### config.mk
export PLATFORM = sky130hd
export DESIGN_NAME = fetch_inst_queue
export DESIGN_NICKNAME = d
export VERILOG_FILES = /design/src/rtl/fetch_inst_queue.sv
export SDC_FILE = /design/constraint.sdc
export NUM_CORES = 1
export LEC_CHECK = 0
export BUFFER_PORTS_ARGS = -buffer_cell sky130_fd_sc_hd__buf_2
export CAP_MARGIN = 10
export CORE_ASPECT_RATIO = 1.1
export CORE_MARGIN = 4
export CORE_UTILIZATION = 55
export DETAILED_ROUTE_END_ITERATION = 16
export PLACE_DENSITY = 0.77
export SLEW_MARGIN = 0
export SYNTH_ARGS = -nofsm -noshare
export SYNTH_HDL_FRONTEND = slang
export SYNTH_SLANG_ARGS = --single-unit
### constraint.sdc
create_clock -name clk -period 7.15 [get_ports clk]
set_clock_uncertainty 0.1 [all_clocks]
set_input_delay 0 -clock clk [delete_from_list [all_inputs] [get_ports clk]]
set_output_delay 0 -clock clk [all_outputs]
set_load 0.05 [all_outputs]
### src/rtl/fetch_inst_queue.sv
// fetch_inst_queue
//   Instruction fetch queue between the instruction memory front end and decode.
//   It captures {pc, inst} pairs from the fetch side and hands them to decode in
//   program order. It absorbs decode back-pressure, and a redirect flush
//   discards everything that is queued.
//
// Ports
//   clk        in   1                clock, rising edge
//   rst_n      in   1                synchronous active-low reset
//   flush      in   1                redirect: discard all entries
//   enq_valid  in   1                fetch side offers {enq_pc, enq_inst}
//   enq_pc     in   XLEN             pc of offered instruction
//   enq_inst   in   XLEN             offered instruction word
//   enq_ready  out  1                queue accepts an entry this cycle
//   deq_valid  out  1                head entry valid for decode
//   deq_pc     out  XLEN             pc of head entry (0 when empty)
//   deq_inst   out  XLEN             instruction of head entry (0 when empty)
//   deq_ready  in   1                decode consumes head entry this cycle
//   count      out  $clog2(DEPTH)+1  occupied entries
//
// Handshake: a transfer happens on a rising edge where valid && ready are both
// high. The enq side fires on enq_valid && enq_ready. The deq side fires on
// deq_valid && deq_ready && !flush. Neither valid nor ready depends
// combinationally on its own partner signal's ready/valid. If enq_valid is high
// while enq_ready is low, the offer is dropped, and the fetch side is expected
// to hold it.
module fetch_inst_queue #(
    parameter int DEPTH = 4,
    parameter int XLEN  = 32
) (
    input  logic                     clk,
    input  logic                     rst_n,
    input  logic                     flush,
    input  logic                     enq_valid,
    input  logic [XLEN-1:0]          enq_pc,
    input  logic [XLEN-1:0]          enq_inst,
    output logic                     enq_ready,
    output logic                     deq_valid,
    output logic [XLEN-1:0]          deq_pc,
    output logic [XLEN-1:0]          deq_inst,
    input  logic                     deq_ready,
    output logic [$clog2(DEPTH):0]   count
);

    localparam int AW = $clog2(DEPTH);
    localparam int PW = AW + 1;

    // Storage is not reset; contents of unoccupied slots are don't-care.
    logic [XLEN-1:0] pc_mem   [DEPTH];
    logic [XLEN-1:0] inst_mem [DEPTH];

    // Pointers carry one extra wrap bit so that full and empty can be
    // told apart when the index bits match.
    logic [PW-1:0] wr_ptr;
    logic [PW-1:0] rd_ptr;

    logic empty;
    logic full;
    logic enq_fire;
    logic deq_fire;

    assign empty = (wr_ptr == rd_ptr);
    assign full  = (wr_ptr[AW-1:0] == rd_ptr[AW-1:0]) && (wr_ptr[AW] != rd_ptr[AW]);

    // No full-bypass: a deq in the same cycle does not open a slot for enq.
    assign enq_ready = !full && !flush;
    assign deq_valid = !empty;

    assign enq_fire = enq_valid && enq_ready;
    assign deq_fire = deq_valid && deq_ready && !flush;

    // DEPTH is a power of two, so plain increment wraps the index and
    // toggles the wrap bit.
    always_ff @(posedge clk) begin
        if (!rst_n) begin
            wr_ptr <= '0;
            rd_ptr <= '0;
        end else if (flush) begin
            wr_ptr <= '0;
            rd_ptr <= '0;
        end else begin
            if (enq_fire) wr_ptr <= wr_ptr + PW'(1);
            if (deq_fire) rd_ptr <= rd_ptr + PW'(1);
        end
    end

    // A write during reset is harmless: the pointers are cleared on the same
    // edge, so the entry is never visible.
    always_ff @(posedge clk) begin
        if (enq_fire) begin
            pc_mem[wr_ptr[AW-1:0]]   <= enq_pc;
            inst_mem[wr_ptr[AW-1:0]] <= enq_inst;
        end
    end

    // The head data is forced to zero when the queue is empty, so decode never
    // sees stale storage contents.
    assign deq_pc   = deq_valid ? pc_mem[rd_ptr[AW-1:0]]   : '0;
    assign deq_inst = deq_valid ? inst_mem[rd_ptr[AW-1:0]] : '0;

    assign count = wr_ptr - rd_ptr;

endmodule
==> impl_metrics.tcl, run 1 <==
set metrics [dict create \
    cpPeakStageDelay_ps 810 \
    cts_tree "yes" \
    synth-seq-cells 264 \
    startpoint_type "register" \
    ys_warn_count 0 \
    clk_pin_slew_ps 70 \
    n_fill_cell 1162 \
    crit_path_top_delay_cell "buf_4" \
    final_util_pct 68.56 \
    max_freq_mhz 328.9 \
    max_slew.worst_pin.slew_ps 973.6 \
    final_hold_viol_count 0 \
    grt_antenna_before_repair 1 \
    drive_gt1_share_pct 35.05 \
    cts.path.max_buffers 3 \
    rows 52 \
    r2r_end "pc_mem[1][19]" \
    port_buffers 137 \
    rsz0062_at_grt "false" \
    clockRootBuffer "clkbuf_16" \
    seq_area_um2 7855 \
    grt_pass1_vias 5403 \
    fin_ws_ps 4109 \
    clock_latency_ps 510 \
    die_h_um 151.1 \
    outcome "finished, final reports clean" \
    r2r_cells 5 \
    drc 0 \
    hp-start "enq_inst[18]" \
    r2r-start "wr_ptr[0]" \
    post-dp-hpwl_mm 10.74 \
    slew_violations 0 \
    multiInputGateArea_um2 2205 \
    wirelength_mm 19.55 \
    synth_fp_nets 542 \
    routedWlPerCell_um 20.73 \
    drtIter0Drc 362 \
    cp_cell_sequence "buf_4, mux4_2, nor2b_1, buf_2" \
    die_area_um2 20860 \
    drtPass1Iterations 5 \
    clkSinkCount 264 \
    track_usage_pct 18.46 \
    synthToLayoutAreaGrowth_pct 22.87 \
    irDropWorstVdd_mv 0.1823 \
    core_area_um2 18350 \
    crit_type "register to output pin" \
    placed_cell_area_um2 11110 \
    h-tree-depth 1 \
    finalNetCount 758 \
    io-pin-count 138 \
    via_per_inst 5.431 \
    grt_max_degree 67 \
    crit_required_ps 7050 \
    maxSlewHeadroom_pct 35.10 \
    finalSetupViolCount 0 \
    cellLeakagePower_uw 0.004332 \
    max_cap_violations 0 \
    grt_pass1_wl_mm 30.08 \
    yosysUniqueCellTypes 24 \
    min_path_type "input port to register" \
    antenna_left 0 \
    fin_setup_tns_ps 0 \
    p_per_area_nw_per_um2 250.4 \
    setup.worst_path.end_class "output pin" \
    fin_crit_sh_pct 42.53 \
    min_to "inst_mem[2][18]" \
    synth_area_per_cell_um2 22.02 \
    synthCells 465 \
    critPathMaxFanout 50 \
    place_ws_ps 4236 \
    start_util_pct 55.80 \
    synthesis.area_um2 10240 \
    arrival_ps 2940 \
    finalPower_uw 3150 \
    die_x_um 138.1 \
    hold_depth 2 \
    r2r_slack_ps 4190 \
    ys_seq_area_share_pct 76.66 \
    post_cts_resize_count 0 \
    final_area_um2 12580 \
    vias 5121 \
    gr-total-overflow 0 \
    min_period_ps 3041 \
    cts_inserted_buffers 25 \
    gp_congestion 0.7347 \
]
routing by layer:
layer / up-vias / routed length, µm / GRT usage, %
li1: 2296 / - / -
met1: 2601 / 7787 / 23.89
met2: 180 / 10090 / 31.96
met3: 44 / 1139 / 3.947
met4: 0 / 535 / 5.731
met5: - / 0 / 0
synthesized netlist by cell type (all sizes together):
| master | number | area [µm²] |
|---|---|---|
| edfxtp | 256 | 7687 |
| nor2b | 65 | 406.6 |
| mux4 | 64 | 1441 |
| buf | 18 | 161.4 |
| inv | 9 | 33.78 |
| nand2 | 9 | 33.78 |
| dfxtp | 8 | 160.2 |
| ha | 7 | 87.58 |
| mux2i | 6 | 60.06 |
| and2 | 4 | 25.02 |
| clkbuf | 4 | 15.01 |
| nand2b | 3 | 18.77 |
| a21oi | 2 | 10.01 |
| o211ai | 2 | 15.01 |
| xor2 | 2 | 25.03 |
| a211oi | 1 | 7.510 |
| fa | 1 | 20.02 |
| nand4 | 1 | 6.260 |
| nand4b | 1 | 8.760 |
| nor2 | 1 | 6.260 |
| o21a | 1 | 7.510 |
worst max-delay path: cells and delay by family (launching register included):
kind                   cells  cell delay [ps]
multiplexers               1              610
AND/OR/NAND/NOR            1              170
buffers and inverters      2             1070
flip-flops                 1              530
per-stage QoR:
stage / cells / hold WS [ps]
floorplan: 465 / -1.131
global placement: 827 / 110.9
detailed placement: 827 / 118.4
CTS: 942 / 125.5
global route: 943 / 136.9
finish: 943 / 145.3
timing repair:
item / in CTS / in global routing
setup buffers: 0 / 0
endpoints found under the hold margin: 264 / 0
hold buffers: 70 / 0
flip-flops by register name, indices dropped and copies added (netlist names), named ones only:
register	flops
inst_mem	128
pc_mem	128
rd_ptr	3
wr_ptr	3
final cells by class:
type	instances	share of cell area, %
clock buffers	32	5.183
well taps	243	2.417
diodes	1	0.01989
repair buffers	211	11.26
flip-flops and latches	264	62.45
clock inverters	13	0.8754
multi-input cells	170	17.53
inverters	9	0.2686
where the power goes:
part / internal, µW / switching [µW] / leakage, µW / total [µW]
logic: 76.4 / 112 / 0.00157 / 188
registers: 1720 / 6.06 / 0.00239 / 1730
clock network: 714 / 522 / 0.000370 / 1240
total: 2510 / 640 / 0.00433 / 3150
cells in the final DEF (no fill, tap or decap), types with 2 or more instances in the layout:
cell type and count:
edfxtp_1 256, buf_2 137, dlygate4sd3_1 70, nor2b_1 65
mux4_2 64, clkbuf_16 25, inv_1 9, nand2_1 9
ha_1 7, clkbuf_1 7, mux2i_1 6, clkinv_1 6
dfxtp_1 6, clkinv_2 4, buf_4 4, nand2b_1 3
and2_4 3, a21oi_1 2, o211ai_1 2, dfxtp_4 2
bufinv_16 2
worst max path at each step:
| stage | start | to | slack, ps | cells past startpoint |
|---|---|---|---|---|
| floorplan | wr_ptr[0] | wr_ptr[2] | 610 | 5 |
| global placement | wr_ptr[0] | pc_mem[2][8] | 4370 | 5 |
| detailed placement | wr_ptr[0] | pc_mem[1][8] | 4240 | 5 |
| CTS | register | deq_pc[2] | 3980 | 4 |
| global route | register | deq_pc[2] | 3830 | 4 |
| finish | register | deq_pc[2] | 4110 | 4 |
logic make-up after synthesis:
logic type | after synthesis | share of synthesized area (%)
AND/OR/NAND/NOR | 84 | 4.938
flip-flops | 264 | 76.66
AO/OA/AOI/OAI | 6 | 0.3911
multiplexers | 70 | 14.67
adder cells (fa/ha/maj) | 8 | 1.051
buffers and inverters | 31 | 2.053
XOR/XNOR | 2 | 0.2445
No activity file was read; power rests on OpenSTA's default activity.
==> run 2: changes to the inputs <==
Clock period 7.15 ns to 3 ns, I/O delays scaled along.
==> impl_metrics.tcl, run 2 (same netlist as run 1, synthesis figures left out) <==
set metrics [dict create \
    cp_cell_sequence "buf_4, mux4_2, nor2b_1, buf_2" \
    grt_pass1_vias 5618 \
    max_freq_mhz 392.4 \
    final_common_cell "edfxtp_1" \
    grt_pass1_wl_mm 31.05 \
    min_path_type "input port to register" \
    io-pin-count 138 \
    startpoint_type "register" \
    min_period_ps 2549 \
    core_area_um2 18350 \
    die_area_um2 20860 \
    final_area_um2 12710 \
    cts_tree "yes" \
    h-tree-depth 1 \
    gr-total-overflow 0 \
    drtIter0Drc 343 \
    cpPeakStageDelay_ps 650 \
    finalSetupViolCount 0 \
    cts_inserted_buffers 25 \
    drive_gt1_share_pct 36.44 \
    start_util_pct 55.80 \
    wirelength_mm 19.90 \
    crit_required_ps 2900 \
    post_cts_resize_count 0 \
    clockRootBuffer "clkbuf_16" \
    slew_violations 0 \
    port_buffers 137 \
    crit_family "flip-flops" \
    grt_max_degree 53 \
    final_cell_mix "edfxtp_1, buf_2, dlygate4sd3_1" \
    place_ws_ps 464.4 \
    finalNetCount 768 \
    setup.worst_path.end_class "output pin" \
    grt_antenna_before_repair 0 \
    cts_setup_buffers 0 \
    crit_type "register to output pin" \
    placed_cell_area_um2 11280 \
    clk_pin_slew_ps 60 \
    fin_ws_ps 451.3 \
    irDropWorstVdd_mv 0.5069 \
    die_x_um 138.1 \
    critical_path_buf_inv_count 2 \
    drc 0 \
    crit_path_top_delay_cell "dfxtp_4" \
    rows 52 \
    drtPass1Iterations 4 \
    critPathMaxFanout 21 \
    post-dp-hpwl_mm 11.78 \
    cellLeakagePower_uw 0.004392 \
    via_per_inst 5.476 \
    diodes 0 \
    die_h_um 151.1 \
    clock_latency_ps 510 \
    final_hold_viol_count 0 \
    rsz0062_at_grt "false" \
    cts.path.max_buffers 3 \
    outcome "finished, final reports clean" \
    p_per_area_nw_per_um2 581.8 \
    routedWlPerCell_um 20.92 \
    max_slew.worst_pin.slew_ps 709.0 \
    max_cap_violations 0 \
    arrival_ps 2450 \
    synthToLayoutAreaGrowth_pct 24.20 \
    clkSinkCount 264 \
    track_usage_pct 19.14 \
    vias 5208 \
    maxSlewHeadroom_pct 52.74 \
    fin_crit_sh_pct 84.96 \
    antenna_left 0 \
    gp_congestion 0.7792 \
]
run 2: cell type report:
type,instances,area [µm²]
Sequential cell,264,7858
Fill cell,1180,5633
Multi-Input combinational cell,170,2220
Timing Repair Buffer,221,1567
Clock buffer,29,640.6
Tap cell,243,304.0
Clock inverter,15,92.59
Inverter,9,33.78
run 2: metrics by stage:
| step | util [%] | hold slack (ps) | setup TNS (ps) | power (µW) | std cells |
|---|---|---|---|---|---|
| after floorplan | - | -1.131 | -7736 | 4434 | 465 |
| after global placement | 61.48 | 111.1 | 0 | 4567 | 837 |
| after detailed placement | 61.48 | 118.2 | 0 | 4581 | 837 |
| after CTS | 69.30 | 124.7 | 0 | 7455 | 951 |
| after global routing | 69.30 | 146.5 | 0 | 7624 | 951 |
| final | 69.30 | 140.5 | 0 | 7398 | 951 |
run 2: timing repair:
item | 4_1_cts | 5_1_grt
hold buffers | 70 | 0
setup endpoints to repair | 0 | 0
hold endpoints to repair | 264 | 0
run 2: power by group:
part	total, µW	switching [µW]	internal (µW)	leakage [µW]
clock network	2820	1220	1600	0.000351
logic	461	269	192	0.00165
registers	4110	15.6	4100	0.00239
run 2: final timing paths:
| check | start | end | slack (ps) | depth (start not counted) |
|---|---|---|---|---|
| hold / removal | enq_inst[15] | inst_mem[3][15] | 140 | 2 |
| setup / recovery | register | deq_inst[16] | 450 | 4 |
| setup reg to reg | rd_ptr[1] | inst_mem[0][1] | 450 | 6 |
| hold reg to reg | wr_ptr[0] | wr_ptr[0] | 400 | 2 |
run 2: per-layer routing:
| metal | part of all wire (%) | vias up | global-route usage [%] |
|---|---|---|---|
| met1 | 37 | 2664 | 23.70 |
| li1 | - | 2317 | - |
| met5 | 0 | - | 0 |
| met2 | 54 | 186 | 34.77 |
| met3 | 5.7 | 41 | 3.189 |
| met4 | 2.7 | 0 | 6.374 |
==> run 3: changes to the inputs <==
Settings changed: ABC_AREA set to 1.
Clock period 3 ns to 2.6 ns, I/O delays scaled along.
==> impl_metrics.tcl, run 3 <==
set metrics [dict create \
    cts_tree "yes" \
    die_x_um 139.7 \
    synth_ff_type "edfxtp_1" \
    ys_warn_count 0 \
    vias 7070 \
    io-pin-count 138 \
    clk_pin_slew_ps 60 \
    ys_seq_area_share_pct 74.84 \
    cts_setup_buffers 0 \
    synth_area_per_cell_um2 12.56 \
    post-dp-hpwl_mm 13.22 \
    min_period_ps 2486 \
    drtPass1Iterations 5 \
    irDropWorstVdd_mv 0.8043 \
    start_util_pct 56.55 \
    outcome "finished, final reports clean" \
    synth_edf_count 256 \
    synth_top_area_share_pct 73.31 \
    max_cap_violations 0 \
    final_util_pct 69.94 \
    finalNetCount 1119 \
    drc 0 \
    antenna_left 0 \
    slew_violations 0 \
    core_area_um2 18540 \
    routed-wl-met2_mm 12.20 \
    gr-total-overflow 0 \
    max_freq_mhz 402.2 \
    drtIter0Drc 506 \
    port_buffers 137 \
    synthToLayoutAreaGrowth_pct 23.67 \
    fin_crit_sh_pct 95.63 \
    critPathMaxFanout 8 \
    die_area_um2 21340 \
    final_common_cell "nor2_1" \
    diodes 0 \
    cellLeakagePower_uw 0.004852 \
    post-synth-top-count-cell "nor2_1" \
    crit_required_ps 2950 \
    synthArstFlopShare_pct 0 \
    grt_pass1_vias 7040 \
    startpoint_type "register" \
    rsz0062_at_grt "false" \
    synth-seq-cells 264 \
    arrival_ps 2830 \
    hold_depth 2 \
    grt_antenna_before_repair 1 \
    setup.worst_path.end_class "register" \
    rows 52 \
    h-tree-depth 1 \
    grt_max_degree 71 \
    r2r_end "rd_ptr[2]" \
    die_h_um 152.8 \
    synthCells 835 \
    wirelength_mm 23.15 \
    yosysUniqueCellTypes 20 \
    met3_length_mm 1.298 \
    cts_inserted_buffers 26 \
    via_per_inst 5.430 \
    synth_fp_nets 912 \
    gp_congestion 0.8106 \
    r2r_slack_ps 110 \
    r2r_cells 9 \
    synthTopCellsByCount "nor2_1, edfxtp_1, o21ai_0" \
    synthesis.area_um2 10490 \
    clockRootBuffer "clkbuf_16" \
    m1WireLength_mm 8.901 \
    clkSinkCount 264 \
    track_usage_pct 21.11 \
    fin_setup_tns_ps 0 \
    final_hold_viol_count 0 \
    routedWlPerCell_um 17.78 \
    min_path_type "input port to register" \
    p_per_area_nw_per_um2 710.6 \
    yosys.area.top_type "edfxtp_1" \
    ys_top_cells_by_area "edfxtp_1, nor2_1, o21ai_0, a21oi_1, dfxtp_1" \
    drive_gt1_share_pct 19.26 \
    r2r-start "wr_ptr[0]" \
    final_cell_mix "nor2_1, edfxtp_1, buf_2" \
    maxSlewHeadroom_pct 47.29 \
    hp-start "enq_pc[12]" \
    highest_layer "met5" \
    max_slew.worst_pin.slew_ps 790.7 \
    min_to "pc_mem[3][12]" \
    grt_pass1_wl_mm 36.34 \
    cts.path.max_buffers 3 \
    clock_latency_ps 510 \
    crit_type "register to register" \
    finalSetupViolCount 0 \
]
==> run 3: changes by cell type after synthesis, sizes merged, moves of 8 or more <==
cell,delta
clkbuf,+8
nand2,+10
nor2b,-65
inv,+14
o21ai,+128
mux4,-64
buf,+17
a21oi,+65
nor2,+266
==> run 3: worst max-delay path by stage <==
stage / start / to / slack [ps] / cells past startpoint
after global routing: wr_ptr[0] / rd_ptr[2] / 20 / 9
after global placement: wr_ptr[0] / inst_mem[0][9] / 440 / 8
after detailed placement: wr_ptr[0] / inst_mem[0][10] / 370 / 8
after CTS: wr_ptr[0] / deq_pc[11] / 100 / 9
after floorplan: wr_ptr[0] / inst_mem[0][0] / 2 / 7
final: wr_ptr[0] / rd_ptr[2] / 110 / 9
==> run 3: layer usage <==
layer	global-route usage, %	vias to the layer above
li1	-	3357
met1	25.54	3388
met2	38.44	270
met3	3.031	53
met4	7.891	2
met5	0	-
==> run 3: critical path: stages, from the launching register on <==
cell and delay, ps:
dfxtp_2 370, inv_2 60, ha_1 300, nand2_1 90
inv_2 60, nand3_4 100, nand4_1 80, dlygate4sd3_1 560
a21oi_1 130, dlygate4sd3_1 570
==> run 3: final cells by class <==
cell class	instances	area [µm²]
Fill cell	1205	5574
Multi-Input combinational cell	501	2278
Clock inverter	14	117.6
Tap cell	243	304.0
Inverter	23	91.34
Clock buffer	31	690.7
Timing Repair Buffer	226	1633
Sequential cell	264	7854
==> run 3: logic make-up (layout without fill, tap and decap cells) <==
family          count (synthesis)  after routing  synth area share (%)
buf+inv                        70            294                 3.818
xor+xnor                        1              1               0.08354
flops                         264            264                 74.84
compound gates                195            195                 9.307
fa+ha+maj                       8              8                 1.026
simple gates                  297            297                 10.93
==> run 3: per-stage QoR <==
step	setup WS (ps)	instances	cell area [µm²]	power [µW]	hold slack, ps
CTS	97.56	1302	12960	9235	121.7
global route	21.95	1302	12970	9518	134.1
floorplan	2.500	835	10530	5392	-1.131
detailed placement	365.0	1187	11460	5650	120.9
global placement	436.9	1187	11460	5632	114.7
finish	113.7	1302	12970	9215	137.5
==> run 3: report_power, final <==
part           total, µW  switching, µW  leakage, µW  internal, µW
logic                888            631      0.00207           257
clock network       3570           1490     0.000394          2080
registers           4760           18.2      0.00239          4740
total               9220           2140      0.00485          7080
==> run 3: timing repair <==
action,in CTS,in global routing
hold endpoints to repair,264,0
hold buffers,70,0
setup endpoints to repair,0,7
gates resized for setup,0,2
